<file path="config.mk">
export PLATFORM = sky130hd
export DESIGN_NAME = lsu_initiator
export DESIGN_NICKNAME = d
export VERILOG_FILES = /design/src/rtl/lsu_initiator.sv
export SDC_FILE = /design/constraint.sdc
export NUM_CORES = 1
export LEC_CHECK = 0
export CAP_MARGIN = 20
export CORE_UTILIZATION = 48
export CTS_CLUSTER_SIZE = 10
export DETAILED_ROUTE_END_ITERATION = 10
export GPL_ROUTABILITY_DRIVEN = 0
export PLACE_DENSITY = 0.73
export SYNTH_ARGS = -nofsm -noshare
export SYNTH_HDL_FRONTEND = slang
export SYNTH_SLANG_ARGS = --single-unit
</file>
<file path="constraint.sdc">
create_clock -name clk -period 1.8 [get_ports clk]
set_input_delay 0.27 -clock clk [delete_from_list [all_inputs] [get_ports clk]]
set_output_delay 0.27 -clock clk [all_outputs]
set_load 0.02 [all_outputs]
</file>
<file path="src/rtl/lsu_initiator.sv">
// lsu_initiator: single-request load/store unit driving a combinational-read data memory.
// Handles LOAD, STORE, FILL (repeated write) and COPY (read/write pairs), one op at a time.
`default_nettype none

module lsu_initiator (
  input  logic       clk,
  input  logic       reset,
  input  logic       req_valid,
  output logic       req_ready,
  input  logic [1:0] req_op,
  input  logic [7:0] req_addr,
  input  logic [7:0] req_wdata,
  input  logic [7:0] req_len,
  output logic       resp_valid,
  output logic [7:0] resp_data,
  output logic       busy,
  output logic       mem_we,
  output logic [7:0] mem_addr,
  output logic [7:0] mem_wdata,
  input  logic [7:0] mem_rdata
);

  localparam logic [1:0] OP_LOAD  = 2'b00;
  localparam logic [1:0] OP_STORE = 2'b01;
  localparam logic [1:0] OP_FILL  = 2'b10;
  localparam logic [1:0] OP_COPY  = 2'b11;

  typedef enum logic [2:0] {
    S_IDLE    = 3'd0,
    S_LOAD    = 3'd1,
    S_STORE   = 3'd2,
    S_FILL    = 3'd3,
    S_COPY_RD = 3'd4,
    S_COPY_WR = 3'd5,
    S_DONE    = 3'd6
  } state_t;

  state_t     state_q;
  logic       req_ready_q;
  logic       resp_valid_q;
  logic [7:0] resp_data_q;
  logic       busy_q;
  logic       mem_we_q;
  logic [7:0] mem_addr_q;
  logic [7:0] mem_wdata_q;
  logic [7:0] src_q;
  logic [7:0] dst_q;
  logic [7:0] cnt_q;

  // Outputs are registered alongside the state so each state's memory
  // controls are valid for the whole cycle the state is active.
  always_ff @(posedge clk or negedge reset) begin
    if (!reset) begin
      state_q      <= S_IDLE;
      req_ready_q  <= 1'b0;
      resp_valid_q <= 1'b0;
      resp_data_q  <= 8'd0;
      busy_q       <= 1'b0;
      mem_we_q     <= 1'b0;
      mem_addr_q   <= 8'd0;
      mem_wdata_q  <= 8'd0;
      src_q        <= 8'd0;
      dst_q        <= 8'd0;
      cnt_q        <= 8'd0;
    end else begin
      mem_we_q     <= 1'b0;
      resp_valid_q <= 1'b0;
      case (state_q)
        S_IDLE: begin
          req_ready_q <= 1'b1;
          if (req_valid && req_ready_q) begin
            req_ready_q <= 1'b0;
            busy_q      <= 1'b1;
            src_q       <= req_addr;
            dst_q       <= req_wdata;
            cnt_q       <= req_len;
            case (req_op)
              OP_LOAD: begin
                state_q    <= S_LOAD;
                mem_addr_q <= req_addr;
              end
              OP_STORE: begin
                state_q     <= S_STORE;
                mem_we_q    <= 1'b1;
                mem_addr_q  <= req_addr;
                mem_wdata_q <= req_wdata;
              end
              OP_FILL: begin
                if (req_len == 8'd0) begin
                  state_q      <= S_DONE;
                  resp_valid_q <= 1'b1;
                end else begin
                  state_q     <= S_FILL;
                  mem_we_q    <= 1'b1;
                  mem_addr_q  <= req_addr;
                  mem_wdata_q <= req_wdata;
                end
              end
              default: begin
                if (req_len == 8'd0) begin
                  state_q      <= S_DONE;
                  resp_valid_q <= 1'b1;
                end else begin
                  state_q    <= S_COPY_RD;
                  mem_addr_q <= req_addr;
                end
              end
            endcase
          end
        end
        S_LOAD: begin
          resp_data_q  <= mem_rdata;
          state_q      <= S_DONE;
          resp_valid_q <= 1'b1;
        end
        S_STORE: begin
          state_q      <= S_DONE;
          resp_valid_q <= 1'b1;
        end
        S_FILL: begin
          if (cnt_q == 8'd1) begin
            state_q      <= S_DONE;
            resp_valid_q <= 1'b1;
          end else begin
            mem_we_q   <= 1'b1;
            mem_addr_q <= mem_addr_q + 8'd1;
            cnt_q      <= cnt_q - 8'd1;
          end
        end
        S_COPY_RD: begin
          // mem_wdata_q doubles as the copy buffer for the following write
          state_q     <= S_COPY_WR;
          mem_we_q    <= 1'b1;
          mem_addr_q  <= dst_q;
          mem_wdata_q <= mem_rdata;
          src_q       <= src_q + 8'd1;
        end
        S_COPY_WR: begin
          dst_q <= dst_q + 8'd1;
          if (cnt_q == 8'd1) begin
            state_q      <= S_DONE;
            resp_valid_q <= 1'b1;
          end else begin
            cnt_q      <= cnt_q - 8'd1;
            state_q    <= S_COPY_RD;
            mem_addr_q <= src_q;
          end
        end
        S_DONE: begin
          state_q     <= S_IDLE;
          busy_q      <= 1'b0;
          req_ready_q <= 1'b1;
        end
        default: begin
          state_q     <= S_IDLE;
          busy_q      <= 1'b0;
          req_ready_q <= 1'b0;
        end
      endcase
    end
  end

  assign req_ready  = req_ready_q;
  assign resp_valid = resp_valid_q;
  assign resp_data  = resp_data_q;
  assign busy       = busy_q;
  assign mem_we     = mem_we_q;
  assign mem_addr   = mem_addr_q;
  assign mem_wdata  = mem_wdata_q;

endmodule

`default_nettype wire

</file>
==> summary.md, run 1 <==
| Metric | Value |
|---|---|
| Crit-path max cell delay | `0.51 ns` |
| Cell Area, Synth | `3630 um^2` |
| Reg area | `1380 um^2` |
| Post-Synth XOR/XNOR Area | `0.00930` |
| Max IR drop VDD | `0.000521 V` |
| 1st-iter DRT viols | `224` |
| CTS tree | `done` |
| Synth top area cells | `dfrtp_1 (38%), mux2_4 (4.5%), nand2_1 (4.5%)` |
| Main combinational cell family by area after synthesis | `compound AO/OA/AOI/OAI gates` |
| Initial antenna violation count | `0` |
| Non-filler cells, final | `579` |
| Final min period | `1.76 ns` |
| Final setup viols | `0` |
| Clk Tree Root Cell | `clkbuf_8` |
| Synth Area in Adders | `0.0338` |
| Fin. max-slew vios | `0` |
| Design area | `4840 um^2` |
| Share of layout cells above drive strength 1 | `0.235` |
| Antenna diodes | `0` |
| Kind of critical path | `in -> reg` |
| CP Max Fanout | `5` |
| Total CTS buffers | `5` |
| Slowest cell on crit path | `clkdlybuf4s50_1` |
| DRC | `0` |
| Worst min-delay path class | `in -> async` |
| Required time worst endpoint | `2.02 ns` |
| Vias in the first global route | `3,105` |
| Syn Nets | `423` |
| Starting Density | `0.498` |
| Pin count of the biggest net entering global routing | `38` |
| Share of the yosys chip area belonging to registers | `0.379` |
| Critical Path End Type | `flop` |
| Total grt overflow | `0` |
| Synth cell count leaders | `dfrtp_1 (55), nand2_1 (44), nor2_1 (30)` |
| Worst Max-Slew Pin Slew | `0.482 ns` |
| Die X | `89.0 um` |
| Area leader, netlist | `dfrtp_1` |
| Post-synth EDFFs | `0` |
| Fin. Hold Viols | `0` |
| Wire per inst | `16.2 um` |
| Synth Area in Compound Gates | `0.213` |
| HPWL Detailed | `6.99 mm` |
| WHS | `0.419 ns` |
| Placed Area | `4630 um^2` |
| Synth Area in Simple Gates | `0.209` |
| Proportion of synthesized area in mux cells | `0.0982` |
| Synth top area share | `0.379` |
| DRT Pass-1 Iters | `5` |
| Distinct cell type count after synthesis | `74` |
| Total GRT Usage | `0.250` |
| Pwr dens | `582 nW/um^2` |
| Mapped Cells | `377` |
| Vias after detailed routing | `3,316` |
| Synthesis Warnings | `0` |
| H-Tree Depth | `2` |
| Reg clk slew, reported paths | `0.11 ns` |
| Clk sinks | `55` |
| CP Cell Sequence | `clkdlybuf4s50_1 > inv_1 > ha_1 > nor2_1 > and4_2 > a21o_4 > mux2_4` |
| Core area | `7290 um^2` |
| Inst Count DP | `565` |
| Nets | `525` |
| Max-slew headroom | `0.678` |
| Max clock buf depth | `2` |
| Port Buf Inserts | `64` |
| Io pins | `65` |
| Area of the multi-input gates | `2100 um^2` |
| Synthesis-stage register bit count | `55` |
| Most frequent cell after synthesis | `dfrtp_1` |
| Setup ws final | `0.0435 ns` |
| Crit path DAT | `1.98 ns` |
| Clk_lat worst skew | `0.33 ns` |
| Status | `completed` |
| Dpl ws | `-0.387 ns` |
| Period Utilization, post-route | `0.976` |
| Die height | `89.0 um` |
| Fin Clk Skew | `0.00782 ns` |
| CP Launch Type | `primary input` |
| # rows | `31` |
| F_max | `0.569 GHz` |
| Most used DFF post-synth | `dfrtp_1` |
| Via density | `5.73` |
| Final wirelength | `9.36 mm` |
| Static Leak | `0.00208 uW` |
| Fillers | `594` |
| First-pass GRT wire length | `15.3 mm` |
| Syn-to-layout area delta | `33.4%` |
| Max-cap viol count | `0` |
| Mapped Avg Cell Area | `9.63 um^2` |
| Post-route antenna net violation count | `0` |
| Final Util | `0.664` |
| Async SR Flop Fraction | `1.00` |
| Die area | `7920 um^2` |
stage by stage:
stage | total power [uW] | TNS, ns
finish | 2820 | 0
global route | 2960 | -0.0522
CTS | 2840 | 0
detailed placement | 2080 | -5.36
global placement | 2060 | -4.62
floorplan | 1810 | 0
logic make-up (layout without fill, tap and decap cells):
group,after synthesis,count (layout)
buf+inv,37,140
mux,29,29
xor+xnor,3,3
simple gates,132,132
compound gates,111,111
flops,55,55
fa+ha+maj,10,10
what timing repair did:
item | in CTS | in global routing
gates resized for setup | 3 | 13
buffers inserted | 0 | 5
endpoints found under the setup margin | 13 | 20
pin swaps | 0 | 4
hold buffers | 1 | 0
hold endpoints to repair | 18 | 0
flip-flops by register name (all words and copies together) (netlist names), 3 cells and up:
register   count
cnt_q          8
resp_data      8
mem_addr       8
dst_q          8
src_q          8
mem_wdata      8
state_q        3
path summary, 6_finish.rpt:
path,startpoint,endpoint,slack (ns),depth (start not counted)
worst max-delay path,req_op[0],mem_addr[0]$_DFFE_PN0P_,0.04,7
worst min-delay path,reset,resp_valid$_DFF_PN0_,0.42,2
worst max register to register,cnt_q[1]$_DFFE_PN0P_,mem_addr[0]$_DFFE_PN0P_,0.06,6
worst min register to register,resp_data[5]$_DFFE_PN0P_,resp_data[5]$_DFFE_PN0P_,0.52,1
max in group asynchronous,reset,state_q[0]$_DFFE_PN0P_,0.81,3
min in group clk,resp_data[5]$_DFFE_PN0P_,resp_data[5]$_DFFE_PN0P_,0.52,1
placed cells by master (no fill, tap or decap), types with 3 or more instances in the layout:
master           count
a221o_1              3
nor2_1              29
dfrtp_2              4
nor3_2               3
buf_12               5
nand2_1             43
a211oi_1            10
nand3_1              6
a31oi_1              7
o221ai_1             4
ha_1                 8
clkdlybuf4s50_1     63
o21ai_1              7
mux2i_1              9
mux2_2               9
o22ai_1             15
o2bb2ai_1            5
clkbuf_8             5
nand4_1              5
and3_1               5
mux2_4              11
nor3_1               8
a21oi_1             21
dfrtp_1             51
buf_4               44
a22oi_1              3
o21ai_0             11
inv_1               16
layer usage:
layer | wire length, um | up-vias | share of wire | global-route usage
met3 | 524 | 6 | 0.056 | 0.0369
met2 | 4390 | 115 | 0.47 | 0.406
li1 | - | 1604 | - | -
met4 | 63 | 0 | 0.0067 | 0.0462
met5 | 0 | - | 0 | 0
met1 | 4380 | 1591 | 0.47 | 0.361
power breakdown:
| part | internal [uW] | switching (uW) | total, uW |
|---|---|---|---|
| logic | 337 | 274 | 611 |
| registers | 1330 | 124 | 1450 |
| clock network | 290 | 464 | 754 |
| total | 1960 | 862 | 2820 |
critical path, delay by kind of cell:
family / cells / cell delay [ns]
buffers and inverters: 2 / 0.59
AND/OR/NAND/NOR: 2 / 0.46
multiplexers: 1 / 0.30
AO/OA/AOI/OAI: 1 / 0.14
adder cells (fa/ha/maj): 1 / 0.21
final cells by class:
cell class | instances | area share
clock buffers | 5 | 0.0142
clock inverters | 3 | 0.00594
inverters | 18 | 0.0139
multi-input cells | 285 | 0.433
flip-flops and latches | 55 | 0.285
well taps | 99 | 0.0256
repair buffers | 114 | 0.222
Note: power is estimated with default switching activity, not from simulation.
==> run 2: changes to the inputs <==
- CORE_UTILIZATION: 48 -> 45
- PLACE_DENSITY: 0.73 -> 0.66
- clock period: 1.8 -> 1.9 ns (I/O delays scaled with it)
==> summary.md, run 2 (synthesis results as in run 1) <==
| Metric | Value |
|---|---|
| Status | `completed (unchanged)` |
| Port Buf Inserts | `64 (unchanged)` |
| Final min period | `1.85 ns` |
| Commonest non-fill, non-tap cell in the layout | `clkdlybuf4s50_1 (unchanged)` |
| Total GRT Usage | `0.236 (was 0.250)` |
| Final setup viols | `0 (unchanged)` |
| Critical Path End Type | `flop (unchanged)` |
| Total CTS buffers | `5 (unchanged)` |
| Reg clk slew, reported paths | `0.11 ns (about the same)` |
| Slowest cell on crit path | `dfrtp_1 (was clkdlybuf4s50_1)` |
| Fin Clk Skew | `0.0101 ns (was 0.00782 ns)` |
| Share of layout cells above drive strength 1 | `0.209 (was 0.235)` |
| Via density | `5.69 (was 5.73)` |
| 1st-iter DRT viols | `111 (was 224)` |
| Reg area | `1380 um^2 (about the same)` |
| Post-route antenna net violation count | `0 (unchanged)` |
| CP Cell Sequence | `inv_1 > ha_1 > nor4b_4 > buf_4 > a22o_2 > a21o_4 > mux2_4 (was clkdlybuf4s50_1 > inv_1 > ha_1 > nor2_1 > and4_2 > a21o_4 > mux2_4)` |
| Pwr dens | `562 nW/um^2 (was 582 nW/um^2)` |
| Syn-to-layout area delta | `30.1% (was 33.4%)` |
| Logic pwr share | `0.219 (was 0.217)` |
| Vias after detailed routing | `3,275 (was 3,316)` |
| Sw power | `807 uW (was 862 uW)` |
| Worst Max-Slew Pin Slew | `0.460 ns (was 0.482 ns)` |
| Crit-path max cell delay | `0.38 ns (was 0.51 ns)` |
| CP Launch Type | `flop (was primary input)` |
| Fillers | `692 (was 594)` |
| HPWL Detailed | `7.12 mm (was 6.99 mm)` |
| Critical path's top delay family | `compound AO/OA/AOI/OAI gates (was buffers and inverters)` |
| Die height | `91.8 um (was 89.0 um)` |
| Vias in the first global route | `3,225 (was 3,105)` |
| Required time worst endpoint | `2.11 ns (was 2.02 ns)` |
| Nets | `519 (was 525)` |
| Static Leak | `0.00204 uW (was 0.00208 uW)` |
| Fin. Hold Viols | `0 (unchanged)` |
| Initial antenna violation count | `0 (unchanged)` |
| Worst min-delay path class | `in -> async (unchanged)` |
| Cell-internal power | `1850 uW (was 1960 uW)` |
| Final wirelength | `9.46 mm (was 9.36 mm)` |
| H-Tree Depth | `2 (unchanged)` |
| Clk sinks | `55 (unchanged)` |
| CP Max Fanout | `5 (unchanged)` |
| Core area | `7770 um^2 (was 7290 um^2)` |
| Io pins | `65 (unchanged)` |
| Buf+Inv Stages, Crit Path | `2 (unchanged)` |
| Starting Density | `0.468 (was 0.498)` |
| Sequential share of power | `0.519 (was 0.516)` |
| Max IR drop VDD | `0.000322 V (was 0.000521 V)` |
| Max-slew headroom | `0.693 (was 0.678)` |
| Switching Fraction | `0.304 (was 0.306)` |
| # rows | `32 (was 31)` |
| DRC | `0 (unchanged)` |
| Clk_lat worst skew | `0.32 ns (was 0.33 ns)` |
| Antenna diodes | `0 (unchanged)` |
| Commonest cells after routing, fill and taps aside | `clkdlybuf4s50_1 (63), dfrtp_1 (54), nand2_1 (44) (was clkdlybuf4s50_1 (63), dfrtp_1 (51), buf_4 (44))` |
| Wire per inst | `16.4 um (was 16.2 um)` |
| Power consumption | `2660 uW (was 2820 uW)` |
| CTS tree | `done (unchanged)` |
| Die area | `8430 um^2 (was 7920 um^2)` |
| Kind of critical path | `reg -> reg (was in -> reg)` |
| Clock share of power | `0.262 (was 0.267)` |
| F_max | `0.540 GHz` |
| TNS Setup | `0 ns (unchanged)` |
| RSZ-0062 raised after global routing | `no` |
| Max clock buf depth | `2 (unchanged)` |
| First-pass GRT wire length | `15.9 mm (was 15.3 mm)` |
| Clk Tree Root Cell | `clkbuf_8 (unchanged)` |
| Area of the multi-input gates | `2070 um^2 (was 2100 um^2)` |
| Max-cap viol count | `0 (unchanged)` |
| Total grt overflow | `0 (unchanged)` |
| Die X | `91.8 um (was 89.0 um)` |
| Crit path DAT | `2.07 ns (was 1.98 ns)` |
| Period Utilization, post-route | `0.975` |
| Fin. max-slew vios | `0 (unchanged)` |
| Pin count of the biggest net entering global routing | `38 (unchanged)` |
| DRT Pass-1 Iters | `5 (unchanged)` |
==> run 2: cell count changes in the layout (fill, tap and decap cells not counted), sizes merged <==
cell    previous run  this run
buf               50        44
clkinv             2         1
inv               19        20
==> run 2: stage by stage <==
stage	instances	worst slack (ns)	hold WS [ns]	cell area (um^2)	util
global route	576	0.00378	0.475	4730	0.609
finish	576	0.0469	0.437	4730	0.609
floorplan	377	0.139	-0.0106	3630	-
detailed placement	565	-0.319	0.259	4590	0.591
global placement	565	-0.238	0.260	4590	0.591
CTS	575	0.0135	0.451	4700	0.605
==> run 2: layer usage <==
layer,up-vias,part of all wire,GRT usage,wire length (um)
met3,2,0.059,0.0522,557
met4,0,0.0049,0.0573,46
met5,-,0,0,0
li1,1597,-,-,-
met2,117,0.46,0.369,4390
met1,1559,0.47,0.334,4470
==> run 2: worst paths after layout <==
kind                                      start                 endpoint  slack (ns)  cells past startpoint
max                        cnt_q[1]$_DFFE_PN0P_  mem_addr[1]$_DFFE_PN0P_        0.05                      7
min                                       reset  mem_addr[1]$_DFFE_PN0P_        0.44                      2
max reg2reg                cnt_q[1]$_DFFE_PN0P_  mem_addr[1]$_DFFE_PN0P_        0.05                      7
min reg2reg                dst_q[7]$_DFFE_PN0P_     dst_q[7]$_DFFE_PN0P_        0.52                      1
max in group asynchronous                 reset     cnt_q[2]$_DFFE_PN0P_        0.90                      3
min in group clk           dst_q[7]$_DFFE_PN0P_     dst_q[7]$_DFFE_PN0P_        0.52                      1
==> run 2: cell type report <==
type,instances,area share
clock buffers,5,0.0146
clock inverters,3,0.00476
inverters,18,0.0143
multi-input cells,285,0.438
flip-flops and latches,55,0.291
well taps,102,0.0270
repair buffers,108,0.210
==> run 2: power by group through the flow <==
stage	clock (uW)	sequential (uW)	combinational (uW)
after CTS	714	1370	584
after detailed placement	0	1400	578
after floorplan	0	1370	346
final	696	1380	583
after global routing	761	1390	655
after global placement	0	1400	561
==> run 2: repair_timing <==
action / 4_1_cts / 5_1_grt
hold buffers: 1 / 0
endpoints found under the hold margin: 18 / 0
resized for setup: 1 / 5
endpoints found under the setup margin: 4 / 10
buffers inserted: 1 / 1
pin swaps: 0 / 0
